==> src/rtl/lsb.sv <==
// Load/store buffer: in-order memory execution queue with RS/LSB result snooping.
// state | meaning
// IDLE  | no memory op outstanding
// WAIT  | head op issued, waiting for mem_done
// DRAIN | op was flushed while in flight; finish it with no broadcast
module lsb #(
  parameter int LSB_W = 3,
  parameter int ROB_W = 4
) (
  input  logic             clk_in,
  input  logic             rst_in,
  input  logic             rdy_in,
  input  logic             rob_clear,
  input  logic [ROB_W-1:0] rob_head_id,
  input  logic             lsb_ins,
  input  logic             lsb_is_store,
  input  logic [2:0]       lsb_funct3,
  input  logic [31:0]      lsb_imm,
  input  logic [ROB_W-1:0] lsb_ins_rob_id,
  input  logic             lsb_q1_busy,
  input  logic             lsb_q2_busy,
  input  logic [ROB_W-1:0] lsb_q1,
  input  logic [ROB_W-1:0] lsb_q2,
  input  logic [31:0]      lsb_v1,
  input  logic [31:0]      lsb_v2,
  input  logic             rs_has_output,
  input  logic [ROB_W-1:0] rs_rob_id,
  input  logic [31:0]      rs_output,
  output logic             lsb_full,
  output logic             lsb_has_output,
  output logic [ROB_W-1:0] lsb_rob_id,
  output logic [31:0]      lsb_output,
  output logic             mem_req,
  output logic             mem_wr,
  output logic [31:0]      mem_addr,
  output logic [1:0]       mem_len,
  output logic [31:0]      mem_wdata,
  input  logic             mem_done,
  input  logic [31:0]      mem_rdata
);
  localparam int DEPTH = 1 << LSB_W;
  localparam int CNT_W = LSB_W + 1;

  typedef enum logic [1:0] {S_IDLE, S_WAIT, S_DRAIN} state_e;

  logic             busy_q [DEPTH];
  logic             st_q   [DEPTH];
  logic [2:0]       f3_q   [DEPTH];
  logic [31:0]      imm_q  [DEPTH];
  logic [ROB_W-1:0] rob_q  [DEPTH];
  logic [31:0]      v1_q   [DEPTH];
  logic [31:0]      v2_q   [DEPTH];
  logic             q1b_q  [DEPTH];
  logic             q2b_q  [DEPTH];
  logic [ROB_W-1:0] q1_q   [DEPTH];
  logic [ROB_W-1:0] q2_q   [DEPTH];

  logic [LSB_W-1:0] head_q, tail_q;
  logic [CNT_W-1:0] count_q;
  state_e           state_q;

  logic             has_out_q, mem_req_q, mem_wr_q;
  logic [ROB_W-1:0] rob_out_q;
  logic [31:0]      out_q, addr_q, wdata_q;
  logic [1:0]       len_q;

  logic             head_ready_d, push_d, pop_d, in1_busy_d, in2_busy_d;
  logic [31:0]      addr_d, result_d, in1_val_d, in2_val_d;
  logic [1:0]       len_d;

  assign lsb_full       = count_q >= CNT_W'(DEPTH - 1);
  assign lsb_has_output = has_out_q;
  assign lsb_rob_id     = rob_out_q;
  assign lsb_output     = out_q;
  assign mem_req        = mem_req_q;
  assign mem_wr         = mem_wr_q;
  assign mem_addr       = addr_q;
  assign mem_len        = len_q;
  assign mem_wdata      = wdata_q;

  always_comb begin
    head_ready_d = busy_q[head_q] && !q1b_q[head_q] &&
                   (!st_q[head_q] || (!q2b_q[head_q] && rob_head_id == rob_q[head_q]));
    addr_d = v1_q[head_q] + imm_q[head_q];
    case (f3_q[head_q])
      3'b000, 3'b100: len_d = 2'd0;
      3'b001, 3'b101: len_d = 2'd1;
      default:        len_d = 2'd2;
    endcase
    case (f3_q[head_q])
      3'b000:  result_d = {{24{mem_rdata[7]}}, mem_rdata[7:0]};
      3'b001:  result_d = {{16{mem_rdata[15]}}, mem_rdata[15:0]};
      3'b100:  result_d = {24'd0, mem_rdata[7:0]};
      3'b101:  result_d = {16'd0, mem_rdata[15:0]};
      default: result_d = mem_rdata;
    endcase
    if (st_q[head_q]) result_d = 32'd0;
    push_d = lsb_ins && (count_q != CNT_W'(DEPTH));
    pop_d  = (state_q == S_WAIT) && mem_done;
    // Same-cycle bypass so a dispatched operand never misses its broadcast
    in1_busy_d = lsb_q1_busy;
    in1_val_d  = lsb_v1;
    if (lsb_q1_busy && rs_has_output && rs_rob_id == lsb_q1) begin
      in1_busy_d = 1'b0;
      in1_val_d  = rs_output;
    end else if (lsb_q1_busy && has_out_q && rob_out_q == lsb_q1) begin
      in1_busy_d = 1'b0;
      in1_val_d  = out_q;
    end
    in2_busy_d = lsb_q2_busy;
    in2_val_d  = lsb_v2;
    if (lsb_q2_busy && rs_has_output && rs_rob_id == lsb_q2) begin
      in2_busy_d = 1'b0;
      in2_val_d  = rs_output;
    end else if (lsb_q2_busy && has_out_q && rob_out_q == lsb_q2) begin
      in2_busy_d = 1'b0;
      in2_val_d  = out_q;
    end
  end

  always_ff @(posedge clk_in) begin
    if (rst_in) begin
      for (int i = 0; i < DEPTH; i++) begin
        busy_q[i] <= 1'b0;
        q1b_q[i]  <= 1'b0;
        q2b_q[i]  <= 1'b0;
      end
      head_q    <= '0;
      tail_q    <= '0;
      count_q   <= '0;
      state_q   <= S_IDLE;
      has_out_q <= 1'b0;
      rob_out_q <= '0;
      out_q     <= '0;
      mem_req_q <= 1'b0;
      mem_wr_q  <= 1'b0;
      addr_q    <= '0;
      len_q     <= '0;
      wdata_q   <= '0;
    end else if (rdy_in) begin
      if (rob_clear) begin
        for (int i = 0; i < DEPTH; i++) busy_q[i] <= 1'b0;
        head_q    <= '0;
        tail_q    <= '0;
        count_q   <= '0;
        has_out_q <= 1'b0;
        // An issued op keeps its request stable; a store still reaches memory
        if (state_q != S_IDLE && !mem_done) begin
          state_q <= S_DRAIN;
        end else begin
          state_q   <= S_IDLE;
          mem_req_q <= 1'b0;
        end
      end else begin
        has_out_q <= 1'b0;
        for (int i = 0; i < DEPTH; i++) begin
          if (busy_q[i] && q1b_q[i]) begin
            if (rs_has_output && rs_rob_id == q1_q[i]) begin
              q1b_q[i] <= 1'b0;
              v1_q[i]  <= rs_output;
            end else if (has_out_q && rob_out_q == q1_q[i]) begin
              q1b_q[i] <= 1'b0;
              v1_q[i]  <= out_q;
            end
          end
          if (busy_q[i] && q2b_q[i]) begin
            if (rs_has_output && rs_rob_id == q2_q[i]) begin
              q2b_q[i] <= 1'b0;
              v2_q[i]  <= rs_output;
            end else if (has_out_q && rob_out_q == q2_q[i]) begin
              q2b_q[i] <= 1'b0;
              v2_q[i]  <= out_q;
            end
          end
        end
        if (push_d) begin
          busy_q[tail_q] <= 1'b1;
          st_q[tail_q]   <= lsb_is_store;
          f3_q[tail_q]   <= lsb_funct3;
          imm_q[tail_q]  <= lsb_imm;
          rob_q[tail_q]  <= lsb_ins_rob_id;
          v1_q[tail_q]   <= in1_val_d;
          v2_q[tail_q]   <= in2_val_d;
          q1b_q[tail_q]  <= in1_busy_d;
          q2b_q[tail_q]  <= in2_busy_d;
          q1_q[tail_q]   <= lsb_q1;
          q2_q[tail_q]   <= lsb_q2;
          tail_q         <= tail_q + LSB_W'(1);
        end
        count_q <= count_q + CNT_W'(push_d) - CNT_W'(pop_d);
        case (state_q)
          S_IDLE: begin
            if (head_ready_d) begin
              mem_req_q <= 1'b1;
              mem_wr_q  <= st_q[head_q];
              addr_q    <= addr_d;
              len_q     <= len_d;
              wdata_q   <= v2_q[head_q];
              state_q   <= S_WAIT;
            end
          end
          S_WAIT: begin
            if (mem_done) begin
              mem_req_q      <= 1'b0;
              has_out_q      <= 1'b1;
              rob_out_q      <= rob_q[head_q];
              out_q          <= result_d;
              busy_q[head_q] <= 1'b0;
              head_q         <= head_q + LSB_W'(1);
              state_q        <= S_IDLE;
            end
          end
          default: begin
            if (mem_done) begin
              mem_req_q <= 1'b0;
              state_q   <= S_IDLE;
            end
          end
        endcase
      end
    end
  end
endmodule

==> config.mk <==
export PLATFORM = sky130hd
export DESIGN_NAME = lsb
export DESIGN_NICKNAME = d
export VERILOG_FILES = /design/src/rtl/lsb.sv
export SDC_FILE = /design/constraint.sdc
export NUM_CORES = 2
export LEC_CHECK = 0
export BUFFER_PORTS_ARGS = -buffer_cell sky130_fd_sc_hd__buf_2
export CAP_MARGIN = 20
export CORE_UTILIZATION = 55
export CTS_CLUSTER_DIAMETER = 150
export CTS_CLUSTER_SIZE = 16
export DETAILED_ROUTE_END_ITERATION = 16
export PLACE_DENSITY = 0.73
export SYNTH_ARGS = -nofsm -noshare
export SYNTH_HDL_FRONTEND = slang
export SYNTH_SLANG_ARGS = --single-unit
==> constraint.sdc <==
create_clock -name clk_in -period 15.4 [get_ports clk_in]
set_input_delay 3.08 -clock clk_in [delete_from_list [all_inputs] [get_ports clk_in]]
set_output_delay 3.08 -clock clk_in [all_outputs]
set_load 0.01 [all_outputs]
==> flow_summary.yaml <==
outcome:
  outcome: "finished, final reports clean"
setup_path:
  reg2regPathDepth: 15
  start_kind: "flop"
  required_ns: 15.94
  worstPathMaxFanout: 46
  crit_type: "reg2reg"
  rr_endpoint: "mem_addr[31]"
  rrSetupSlack_ns: 8.70
  worst_setup_path_end_kind: "flop"
  crit_arrival_ns: 7.24
floorplanning:
  die_w_um: 317
  chipHeight_um: 317
  core_sq_um: 98300
  io_pins: 299
  start_util_pct: 55.5
  num_rows: 115
  die-area_sq_um: 100000
clock_tree:
  post-cts-setup-buffer-count: 0
  cts_max_level: 3
  cts_buffers: 74
  cts_hold_buf: 0
  cts_tree: "yes"
  insertion_delay_ns: 0.68
  cts-resized-gates: 0
  cts_sinks: 1040
  clkTransAtPathRegs_ns: 0.07
  clock_tree.root_cell: "clkbuf_16"
  clk_path_buf_depth: 3
hold_path:
  holdPathStages: 2
  worstHoldPathType: "reg2reg"
  hold_path_end: "mem_addr[19]"
  holdCritStartpoint: "mem_addr[19]"
drt:
  vias_per_cell: 6.63
  vias: 40200
  drt_iter0_drc: 5298
  ant_nets: 0
  drc_errors: 0
  firstDrtPassIters: 6
  wl_per_cell_um: 28.5
  wl_um: 173000
timing:
  setup_viol: 0
  fin_skew_ns: 0.0380
  period_minus_slack_ns: 6.70
  slew_headroom_pct: 24.5
  fin_ws_ns: 8.70
  rsz0062_at_grt: "no"
  fin_crit_sh_pct: 43.5
  max_clock_freq_mhz: 149
  hold_viol: 0
  drv_slew: 0
  worst_pin_slew_ns: 1.13
  tns_ns: 0
grt:
  grt_max_degree: 125
  grt_pass1_vias: 38300
  grt-ovfl-total: 0
  grt_pass1_wl_um: 250000
  antenna_found_initial: 8
  grtUsageTotal_pct: 33.9
logic_synthesis:
  netlist-cell-type-count: 77
  ys_ff_latch: 1040
  netlist_area_sq_um: 54500
  synth-async-reset-ratio_pct: 0
  yosysWarnings: 0
  synth-edff-count: 912
  ys_seq_area_share_pct: 54.9
  yosys.area.top_type_share_pct: 50.2
  synth_ff_type: "edfxtp_1"
  synthCells: 4712
  syn-num-nets: 4946
  synth_area_leaders: "edfxtp_1, mux2i_1, mux4_2"
  avgSynthCellArea_sq_um: 11.6
  synth.largest_area_cell: "edfxtp_1"
power_and_ir_drop:
  ir_worst_vdd_v: 0.0000715
  powerDensity_nw_per_um2: 90.0
  p_leak_nw: 19.2
  power_mw: 5.28
finish:
  layout-drive-gt1-share_pct: 14.7
  area_growth_pct: 7.70
  fill_cells: 7835
  stdcell_count: 6062
  final_nets: 4943
  design_area_sq_um: 58700
place:
  placed_cell_area_sq_um: 56500
  placed_cells: 5918
  place_congestion: 0.917
  portBuffers: 298
  place_ws_ns: 8.45
  dp_hpwl_um: 101000
job:
  drv_cap: 0
worst max-delay path by stage:
stage,to,slack [ns],start
final,mem_addr[31],8.70,flop
after global routing,mem_addr[31],8.15,flop
after CTS,mem_addr[31],8.68,flop
after detailed placement,v1_q[4][12],8.45,lsb_ins
after global placement,q1b_q[4],8.64,rob_clear
after floorplan,q2b_q[2],8.47,rs_rob_id[3]
cells in the final DEF, fill, tap and decap left out, types with 27 or more instances in the layout:
cell type / netlist / routed
edfxtp_1: 912 / 912
clkbuf_1: 300 / 55
nor3_1: 33 / 31
buf_4: 37 / 84
a21oi_1: 174 / 174
nand2_1: 800 / 788
inv_1: 37 / 30
a22o_1: 65 / 65
o21ai_0: 533 / 532
xor2_1: 69 / 69
dfxtp_1: 128 / 125
a221oi_1: 68 / 68
clkbuf_16: 0 / 76
nand3_1: 67 / 65
mux4_2: 148 / 148
buf_2: 78 / 297
a311oi_1: 27 / 27
mux2i_1: 601 / 600
xnor2_1: 89 / 89
ha_1: 39 / 39
nor2_1: 192 / 190
o21ai_1: 31 / 31
power by group:
part | internal, mW | switching (mW)
clock | 0.937 | 0.998
sequential | 3.07 | 0.00486
combinational | 0.0899 | 0.187
layout make-up:
cell class                 count  area (sq um)  area share [%]
antenna                        6          15.0          0.0256
clock buffer                 131          2110            3.59
clock inverter                 5          66.3           0.113
inverter                      39           186           0.317
multi-input combinational   3170         22600            38.5
sequential                  1040         30000            51.0
tap                         1287          1610            2.74
timing repair buffer         384          2180            3.72
state kept, by name, indices dropped and copies added, names as in the netlist, named ones only:
name            cells
busy_q              8
count_q             4
f3_q               24
head_q              3
imm_q             256
lsb_has_output      1
lsb_output         32
lsb_rob_id          4
mem_addr           32
mem_len             2
mem_req             1
mem_wdata          32
mem_wr              1
q1_q               32
q1b_q               8
q2_q               32
q2b_q               8
rob_q              32
st_q                8
state_q             2
tail_q              3
v1_q              256
v2_q              256
synthesized netlist by cell type (11+ instances only):
cell / instances
a211oi_1: 14
a21o_1: 16
a21oi_1: 174
a221oi_1: 68
a22o_1: 65
a311oi_1: 27
buf_1: 45
buf_2: 78
buf_4: 37
clkbuf_1: 300
dfxtp_1: 128
edfxtp_1: 912
ha_1: 39
inv_1: 37
mux2i_1: 601
mux4_2: 148
nand2_1: 800
nand3_1: 67
nor2_1: 192
nor2b_1: 11
nor3_1: 33
nor4_1: 14
o21ai_0: 533
o21ai_1: 31
or2_2: 15
xnor2_1: 89
xor2_1: 69
layer usage:
metal,vias to the layer above,track usage (%),wire (um)
li1,17400,-,-
met1,19700,45.8,65500
met2,2590,52.8,79100
met3,447,7.04,19900
met4,8,15.3,8340
met5,-,0,53
through the flow:
stage	hold WS (ns)	utilization, %
4_1_cts	0.470	59.7
3_3_place_gp	0.441	57.5
3_5_place_dp	0.462	57.5
2_1_floorplan	0.475	-
5_1_grt	0.495	59.7
6_report	0.467	59.8
critical path, cell delays in order, from the launching register on:
cell and delay [ns]:
dfxtp_4 0.80, buf_4 0.71, buf_4 0.76, buf_4 0.83, mux4_2 0.61, nand2_1 0.08
nand2_1 0.09, ha_1 0.46, nand2_1 0.17, nor2_1 0.20, nor4bb_1 0.52, o2111a_1 0.33
o21ai_0 0.17, a21o_1 0.23, and4_1 0.19, o31a_1 0.22
cells by family after synthesis:
| family | count (synthesis) | share of synthesized area [%] |
|---|---|---|
| AND/OR/NAND/NOR | 1211 | 9.42 |
| buffers and inverters | 502 | 3.93 |
| multiplexers | 751 | 17.2 |
| XOR/XNOR | 158 | 2.54 |
| AO/OA/AOI/OAI | 1009 | 11.0 |
| adder cells (fa/ha/maj) | 41 | 0.968 |
| flip-flops | 1040 | 54.9 |
(Power assumes the default switching activity.)
